[src/rtl/prime_pkg.sv]
// Shared constants and tag type for the prime checker / collector pair.
package prime_pkg;

  // Default candidate width; must match the checker's `number` width.
  localparam int unsigned NUM_W   = 8;
  // Default checker pipeline latency, in cycles.
  localparam int unsigned CHK_LAT = 3;

  // One tag-line stage at the default width.
  typedef struct packed {
    logic             valid;
    logic [NUM_W-1:0] num;
  } tag_t;

endpackage

[src/rtl/prime_sync_fifo.sv]
// Synchronous FIFO with show-ahead read and an exact occupancy count.
// A push and a pop in the same cycle are accepted even when the FIFO is full.
module prime_sync_fifo #(
  parameter int unsigned DEPTH = 8,
  parameter int unsigned WIDTH = 8
) (
  input  logic                     clk,
  input  logic                     rst,
  input  logic                     push,
  input  logic                     pop,
  input  logic [WIDTH-1:0]         din,
  output logic [WIDTH-1:0]         dout,
  output logic [$clog2(DEPTH):0]   level,
  output logic                     full,
  output logic                     empty
);

  localparam int unsigned AW = $clog2(DEPTH);
  localparam logic [AW:0] FULL_LVL = (AW+1)'(DEPTH);

  logic [WIDTH-1:0] mem [DEPTH];
  logic [AW-1:0]    wr_ptr;
  logic [AW-1:0]    rd_ptr;
  logic             do_push;
  logic             do_pop;

  // Qualify requests against the current occupancy.
  always_comb begin
    empty   = (level == '0);
    full    = (level == FULL_LVL);
    do_pop  = pop && !empty;
    do_push = push && (!full || do_pop);
    dout    = empty ? '0 : mem[rd_ptr];
  end

  // Storage array; no reset needed since reads are gated by empty.
  always_ff @(posedge clk) begin
    if (do_push) begin
      mem[wr_ptr] <= din;
    end
  end

  // Pointers and occupancy; pointers wrap naturally at the power-of-2 depth.
  always_ff @(posedge clk or posedge rst) begin
    if (rst) begin
      wr_ptr <= '0;
      rd_ptr <= '0;
      level  <= '0;
    end else begin
      if (do_push) begin
        wr_ptr <= wr_ptr + AW'(1);
      end
      if (do_pop) begin
        rd_ptr <= rd_ptr + AW'(1);
      end
      case ({do_push, do_pop})
        2'b10:   level <= level + (AW+1)'(1);
        2'b01:   level <= level - (AW+1)'(1);
        default: level <= level;
      endcase
    end
  end

endmodule

[src/rtl/prime_collector.sv]
// Collects confirmed primes from the pipelined prime checker.
// Each candidate is tagged and delayed by the checker latency so the tag
// lines up with the returning `prime` flag; accepted primes are queued in
// a FIFO, counted (saturating) and overflow is flagged sticky.
// Optional: define PRIME_COLLECTOR_SMALL_GUARD_EN to reject `prime` for 0 and 1.
module prime_collector
  import prime_pkg::*;
#(
  parameter int unsigned WIDTH   = NUM_W,
  parameter int unsigned LATENCY = CHK_LAT,
  parameter int unsigned DEPTH   = 8,
  parameter int unsigned CNT_W   = 16
) (
  input  logic                    clk,
  input  logic                    rst,
  input  logic                    in_valid,
  input  logic [WIDTH-1:0]        number,
  input  logic                    prime,
  output logic                    out_valid,
  input  logic                    out_ready,
  output logic [WIDTH-1:0]        out_number,
  output logic [CNT_W-1:0]        prime_count,
  output logic [$clog2(DEPTH):0]  fifo_level,
  output logic                    overflow,
  output logic                    busy
);

  // Same layout as prime_pkg::tag_t, but sized by the WIDTH parameter.
  typedef struct packed {
    logic             valid;
    logic [WIDTH-1:0] num;
  } stage_t;

  stage_t tags [LATENCY];
  stage_t aligned;
  logic   accept;
  logic   room;
  logic   push;
  logic   pop;
  logic   full;
  logic   empty;

  // Tag delay line: stage 0 captures the candidate every cycle.
  always_ff @(posedge clk or posedge rst) begin
    if (rst) begin
      for (int unsigned i = 0; i < LATENCY; i++) begin
        tags[i] <= '0;
      end
    end else begin
      tags[0] <= '{valid: in_valid, num: number};
      for (int unsigned i = 1; i < LATENCY; i++) begin
        tags[i] <= tags[i-1];
      end
    end
  end

  // Accept/push decision and busy indication.
  always_comb begin
    aligned = tags[LATENCY-1];
`ifdef PRIME_COLLECTOR_SMALL_GUARD_EN
    accept  = aligned.valid && prime && (|aligned.num[WIDTH-1:1]);
`else
    accept  = aligned.valid && prime;
`endif
    out_valid = !empty;
    pop       = out_valid && out_ready;
    room      = !full || pop;
    push      = accept && room;
    busy      = 1'b0;
    for (int unsigned i = 0; i < LATENCY; i++) begin
      busy = busy | tags[i].valid;
    end
  end

  // Saturating prime counter and sticky overflow flag.
  always_ff @(posedge clk or posedge rst) begin
    if (rst) begin
      prime_count <= '0;
      overflow    <= 1'b0;
    end else begin
      if (accept && (prime_count != '1)) begin
        prime_count <= prime_count + CNT_W'(1);
      end
      if (accept && !room) begin
        overflow <= 1'b1;
      end
    end
  end

  prime_sync_fifo #(
    .DEPTH (DEPTH),
    .WIDTH (WIDTH)
  ) u_fifo (
    .clk   (clk),
    .rst   (rst),
    .push  (push),
    .pop   (pop),
    .din   (aligned.num),
    .dout  (out_number),
    .level (fifo_level),
    .full  (full),
    .empty (empty)
  );

endmodule
[config.mk]
export PLATFORM = sky130hd
export DESIGN_NAME = prime_collector
export DESIGN_NICKNAME = d
export VERILOG_FILES = /design/src/rtl/prime_pkg.sv /design/src/rtl/prime_sync_fifo.sv /design/src/rtl/prime_collector.sv
export SDC_FILE = /design/constraint.sdc
export NUM_CORES = 1
export LEC_CHECK = 0
export ABC_AREA = 1
export CORE_MARGIN = 8
export CORE_UTILIZATION = 55
export DETAILED_ROUTE_END_ITERATION = 10
export DONT_BUFFER_PORTS = 1
export PLACE_DENSITY = 0.76
export SLEW_MARGIN = 20
export SYNTH_ARGS = -nofsm -noshare
export SYNTH_HDL_FRONTEND = slang
export SYNTH_SLANG_ARGS = --single-unit
[constraint.sdc]
create_clock -name clk -period 1.74 [get_ports clk]
set_input_delay 0.174 -clock clk [delete_from_list [all_inputs] [get_ports clk]]
set_output_delay 0.174 -clock clk [all_outputs]
set_load 0.01 [all_outputs]
==> qor.yml, run 1 <==
tightest_slew_ns: 0.527
ir_drop_v: 0.00107
slew_headroom: 0.648
period_share: 1.13
dieArea_um2: 12000
crit_type: "reg2out"
yosysSeqAreaShare: 0.679
clk_latency_ns: 0.51
cp-end-kind: "output pin"
dr_wl_met3_um: 893
final_common_cell: "nand2_1"
status: "finished with violations"
violations: "setup timing"
initial_utilization: 0.561
placed_cell_area_um2: 5260
start_kind: "flop"
dieWidth_um: 110
hp-class: "in2async"
cts.reportedPaths.clkPinSlew_ns: 0.06
fmax_ghz: 0.511
synthCells: 438
wl_met1_um: 4360
power_density_nw_per_um2: 1660
drv_cap: 0
cts_tree: "done"
synth_nets: 457
avgRoutedWirePerCell_um: 18.0
vias: 3540
utilization: 0.738
post-route-cell-area_um2: 6340
fin_cells: 626
grt_pass1_wl_um: 17200
dp_hpwl_um: 6660
viasPerCell: 5.65
rsz0062_at_grt: "yes"
htreeDepth: 4
postLayoutSetupSlackWorst_ns: -0.219
syn_to_final_growth_pct: 31.6
portBuffers: 0
period_minus_slack_ns: 1.96
path_max_fanout: 6
slew_viol_final: 0
switching_share: 0.346
synth_area_leaders: "edfxtp_1 40%, dfrtp_1 28%, nand2_1 7.2%"
power_frac_comb: 0.348
cts_root_buffer: "clkbuf_8"
grt_pass1_vias: 3454
synth_seq_cells: 118
internal_power_uw: 6870
die_h_um: 110
ant_nets: 0
routabilityCongestion: 0.876
yosys_warnings: 0
p_clk_frac: 0.307
fp-row-count: 34
cts_sinks: 118
drc_errors: 0
final_cell_mix: "89 x nand2_1, 64 x edfxtp_1, 49 x nor2_1"
drt_first_pass_iters: 6
synth_top_cell_by_area: "edfxtp_1"
cp.arrival_ns: 1.78
core_um2: 8590
grt_start_max_net_pins: 31
antenna_cells: 0
antenna_found_initial: 0
post-place-ws_ns: -0.159
cts_buffers: 17
io_pins: 44
drt-total-wl_um: 11300
grt.overflow.total: 0
fin_nets: 524
p_switching_uw: 3630
critPathRequiredTime_ns: 1.57
fin_skew_ns: 0.0119
syn_area_um2: 4820
pwr-share-seq: 0.345
synth_area_per_cell_um2: 11.0
drtIter0Drc: 303
drive_gt1_frac: 0.286
synth_cell_types: 29
dr_wl_met2_um: 5880
hold_slack_ns: 0.163
hold_viol_final: 0
highest_layer: "met4"
grt_usage: 0.191
setup_viol: 9
synth_top_area_frac: 0.399
power.leakage_uw: 0.00256
clockBufferDepth: 2
dp.cells: 569
repair_timing:
item / in CTS / in global routing
buffers inserted: 7 / 3
pin swaps: 22 / 34
resized for setup: 45 / 57
setup endpoints to repair: 35 / 54
hold endpoints to repair: 66 / 0
cloned: 2 / 2
hold buffers: 12 / 0
worst max-delay path, stage by stage (launching register included):
cell,delay [ns]
dfrtp_2,0.44
clkinv_4,0.12
clkbuf_16,0.18
o21ai_1,0.18
o22ai_1,0.14
nor2_2,0.14
nor2_4,0.06
metal layers:
layer / up-vias / global-route usage
li1: 1617 / -
met1: 1730 / 0.225
met2: 180 / 0.322
met3: 13 / 0.0551
met4: 0 / 0.0791
met5: - / 0
through the flow:
| step | setup TNS (ns) | total power, uW |
|---|---|---|
| finish | -1.66 | 10500 |
| global route | -2.54 | 11000 |
| CTS | -1.81 | 10000 |
| detailed placement | -0.877 | 6210 |
| global placement | -0.0852 | 6110 |
| floorplan | -1.47 | 5230 |
final cells by class:
cell class | instances | area (um^2)
fill | 525 | 2250
clock buffer | 23 | 499
tap | 108 | 135
sequential | 118 | 3280
multi-input combinational | 284 | 1640
timing repair buffer | 60 | 629
inverter | 24 | 98.8
clock inverter | 9 | 63.8
Yosys cell counts:
library cell / instances
nand2_4: 2
o21ai_0: 37
o211ai_1: 8
or3_1: 1
clkinv_2: 1
xnor2_1: 11
clkbuf_1: 5
nand3_1: 12
edfxtp_1: 64
o21ai_1: 1
buf_6: 2
a21oi_1: 2
and2_1: 1
or2_1: 1
dfrtp_1: 54
nand2_2: 3
nand2_8: 1
o22ai_1: 8
buf_2: 5
nand3_2: 1
ha_1: 6
o21bai_1: 1
nand4_1: 9
nor2_1: 82
nand2_1: 92
inv_1: 21
inv_2: 2
nor2_2: 2
xor2_1: 3
power groups by stage:
stage	clock, uW	combinational [uW]	sequential, uW
after floorplan	0	1630	3590
after global placement	0	2500	3600
after detailed placement	0	2600	3620
after CTS	3250	3140	3600
after global routing	3370	3940	3660
final	3230	3650	3620
sequential cells by signal, indices dropped and copies added (netlist names):
name           cells
aligned            9
overflow           1
prime_count       16
tags              18
u_fifo.level       4
u_fifo.mem        64
u_fifo.rd_ptr      3
u_fifo.wr_ptr      3
cells by family (layout without fill, tap and decap cells):
group                    Yosys count  count (layout)  share of synthesized area
AND/OR/NAND/NOR                  207             207                      0.181
flip-flops                       118             118                      0.679
AO/OA/AOI/OAI                     57              57                     0.0660
buffers and inverters             36             116                     0.0327
XOR/XNOR                          14              14                     0.0254
adder cells (fa/ha/maj)            6               6                     0.0156
path summary, 6_finish.rpt:
path | from | endpoint | slack (ns) | cells after the start
max | u_fifo.rd_ptr[0] | out_number[4] | -0.22 | 6
min | rst | u_fifo.rd_ptr[0] | 0.16 | 2
max reg2reg | u_fifo.level[2] | u_fifo.level[2] | -0.08 | 12
min reg2reg | tags[19] | tags[10] | 0.34 | 0
max in group asynchronous | rst | u_fifo.rd_ptr[1] | 1.01 | 3
min in group clk | out_ready | u_fifo.wr_ptr[0] | 0.21 | 6
No activity file was read; power rests on OpenSTA's default activity.
==> run 2, diff against run 1 <==
--- a/config.mk
+++ b/config.mk
@@ -10,7 +10,7 @@
 export CORE_UTILIZATION = 55
 export DETAILED_ROUTE_END_ITERATION = 10
 export DONT_BUFFER_PORTS = 1
-export PLACE_DENSITY = 0.76
+export PLACE_DENSITY = 0.73
 export SLEW_MARGIN = 20
 export SYNTH_ARGS = -nofsm -noshare
 export SYNTH_HDL_FRONTEND = slang
==> constraint.sdc (replaced) <==
create_clock -name clk -period 2.2 [get_ports clk]
set_input_delay 0.22 -clock clk [delete_from_list [all_inputs] [get_ports clk]]
set_output_delay 0.22 -clock clk [all_outputs]
set_load 0.01 [all_outputs]
==> qor.yml, run 2 (same netlist as run 1, synthesis figures left out) <==
cts_sinks: 118
final_common_cell: "nand2_1"
rsz0062_at_grt: "no"
r2r_end: "u_fifo.level[2]"
grt_pass1_vias: 3265
tightest_slew_ns: 0.646
dr_wl_met2_um: 4850
cts_root_buffer: "clkbuf_8"
grt_pass1_wl_um: 15600
fillers: 594
dieArea_um2: 12000
routabilityCongestion: 0.839
hold_viol_final: 0
portBuffers: 0
slew_headroom: 0.569
highest_layer: "met4"
largest_reg_flops: 64
reg_top3: "u_fifo.mem (64), tags (18), prime_count (16)"
power_density_nw_per_um2: 1320
viasPerCell: 5.45
period_share: 0.959
path_max_fanout: 14
grt.overflow.total: 0
cts_buffers: 17
drt_first_pass_iters: 5
fin_skew_ns: 0.00744
drive_gt1_frac: 0.148
crit_type: "reg2out"
power.leakage_uw: 0.00238
placed_cell_area_um2: 5010
r2r_setup_slack_ns: 0.14
vias: 3244
hold_depth: 4
antenna_found_initial: 0
slew_viol_final: 0
post-route-cell-area_um2: 5830
grt_usage: 0.170
final_cell_mix: "92 x nand2_1, 76 x nor2_1, 64 x edfxtp_1"
initial_utilization: 0.561
fp-row-count: 34
setup_viol: 0
fmax_ghz: 0.474
min_to: "overflow"
cp-end-kind: "output pin"
period_minus_slack_ns: 2.11
dp.cells: 550
drtIter0Drc: 181
critPathRequiredTime_ns: 1.98
hp-class: "in2reg"
clk_latency_ns: 0.50
antenna_cells: 0
grt_start_max_net_pins: 55
dp_hpwl_um: 5990
rr_startpoint: "u_fifo.level[1]"
dr_wl_met3_um: 528
top_register: "u_fifo.mem"
fin_nets: 493
io_pins: 44
cts.reportedPaths.clkPinSlew_ns: 0.06
worstHoldStart: "out_ready"
dieWidth_um: 110
drc_errors: 0
htreeDepth: 4
drt-total-wl_um: 9530
setup_tns_ns: 0
drv_cap: 0
fin_cells: 595
start_kind: "flop"
status: "finished, final reports clean"
avgRoutedWirePerCell_um: 16.0
die_h_um: 110
ant_nets: 0
cts_tree: "done"
cp.arrival_ns: 1.89
syn_to_final_growth_pct: 20.9
wl_met1_um: 4020
ir_drop_v: 0.000951
core_um2: 8590
clockBufferDepth: 2
reg2reg_depth: 11
==> run 2: cell count changes in the layout (fill, tap and decap cells not counted), moves of 9 or more <==
cell,change
buf_4,-12
buf_6,-9
nor2_4,-15
o21ai_1,-20
nor2_2,-12
o21ai_0,+23
nor2_1,+27
==> run 2: worst max-delay path by stage <==
stage                           startpoint         endpoint  slack [ns]  depth (start not counted)
after floorplan            u_fifo.level[1]  u_fifo.level[2]        0.23                         11
after global placement     u_fifo.level[1]  u_fifo.level[2]        0.25                         11
after detailed placement   u_fifo.level[1]  u_fifo.level[2]        0.08                         12
after CTS                 u_fifo.rd_ptr[1]    out_number[2]        0.02                          5
after global routing       u_fifo.level[1]  u_fifo.level[2]      0.0009                         11
final                     u_fifo.rd_ptr[1]    out_number[4]        0.09                          5
==> run 2: worst max-delay path: stages (launching register included) <==
cell,delay (ns)
dfrtp_4,0.52
buf_4,0.23
o21ai_0,0.13
o22ai_1,0.17
nor2_1,0.06
nor2_1,0.26
==> run 2: metrics by stage <==
step | util | setup WS [ns] | total power (uW) | hold slack, ns
finish | 0.678 | 0.0894 | 7690 | 0.0803
global route | 0.678 | 0.000935 | 8070 | 0.0719
CTS | 0.675 | 0.0198 | 7650 | 0.0578
detailed placement | 0.583 | 0.0804 | 4540 | 0.252
global placement | 0.583 | 0.247 | 4460 | 0.252
floorplan | - | 0.228 | 4060 | 0.251
==> run 2: per-layer routing <==
layer  GRT usage  vias up
met5           0        -
met4      0.0646        0
met3      0.0627       12
met2       0.281      101
met1       0.197     1582
li1            -     1549
==> run 2: area by class of cell <==
| type | instances | area, um^2 | area share |
|---|---|---|---|
| inverters | 24 | 91.3 | 0.0157 |
| clock buffers | 18 | 418 | 0.0717 |
| multi-input cells | 284 | 1410 | 0.241 |
| clock inverters | 14 | 249 | 0.0427 |
| flip-flops and latches | 118 | 3280 | 0.563 |
| well taps | 108 | 135 | 0.0232 |
| repair buffers | 29 | 248 | 0.0425 |
==> run 2: timing repair <==
action,CTS,global route
gates resized for setup,3,9
setup endpoints to repair,8,10
pin swaps,0,1
buffers inserted,0,1
endpoints found under the hold margin,65,0
hold buffers,12,0
==> run 2: where the power goes <==
group / internal [uW] / switching (uW)
Clock: 2080 / 979
Sequential: 2590 / 336
Combinational: 595 / 1110
Total: 5270 / 2420
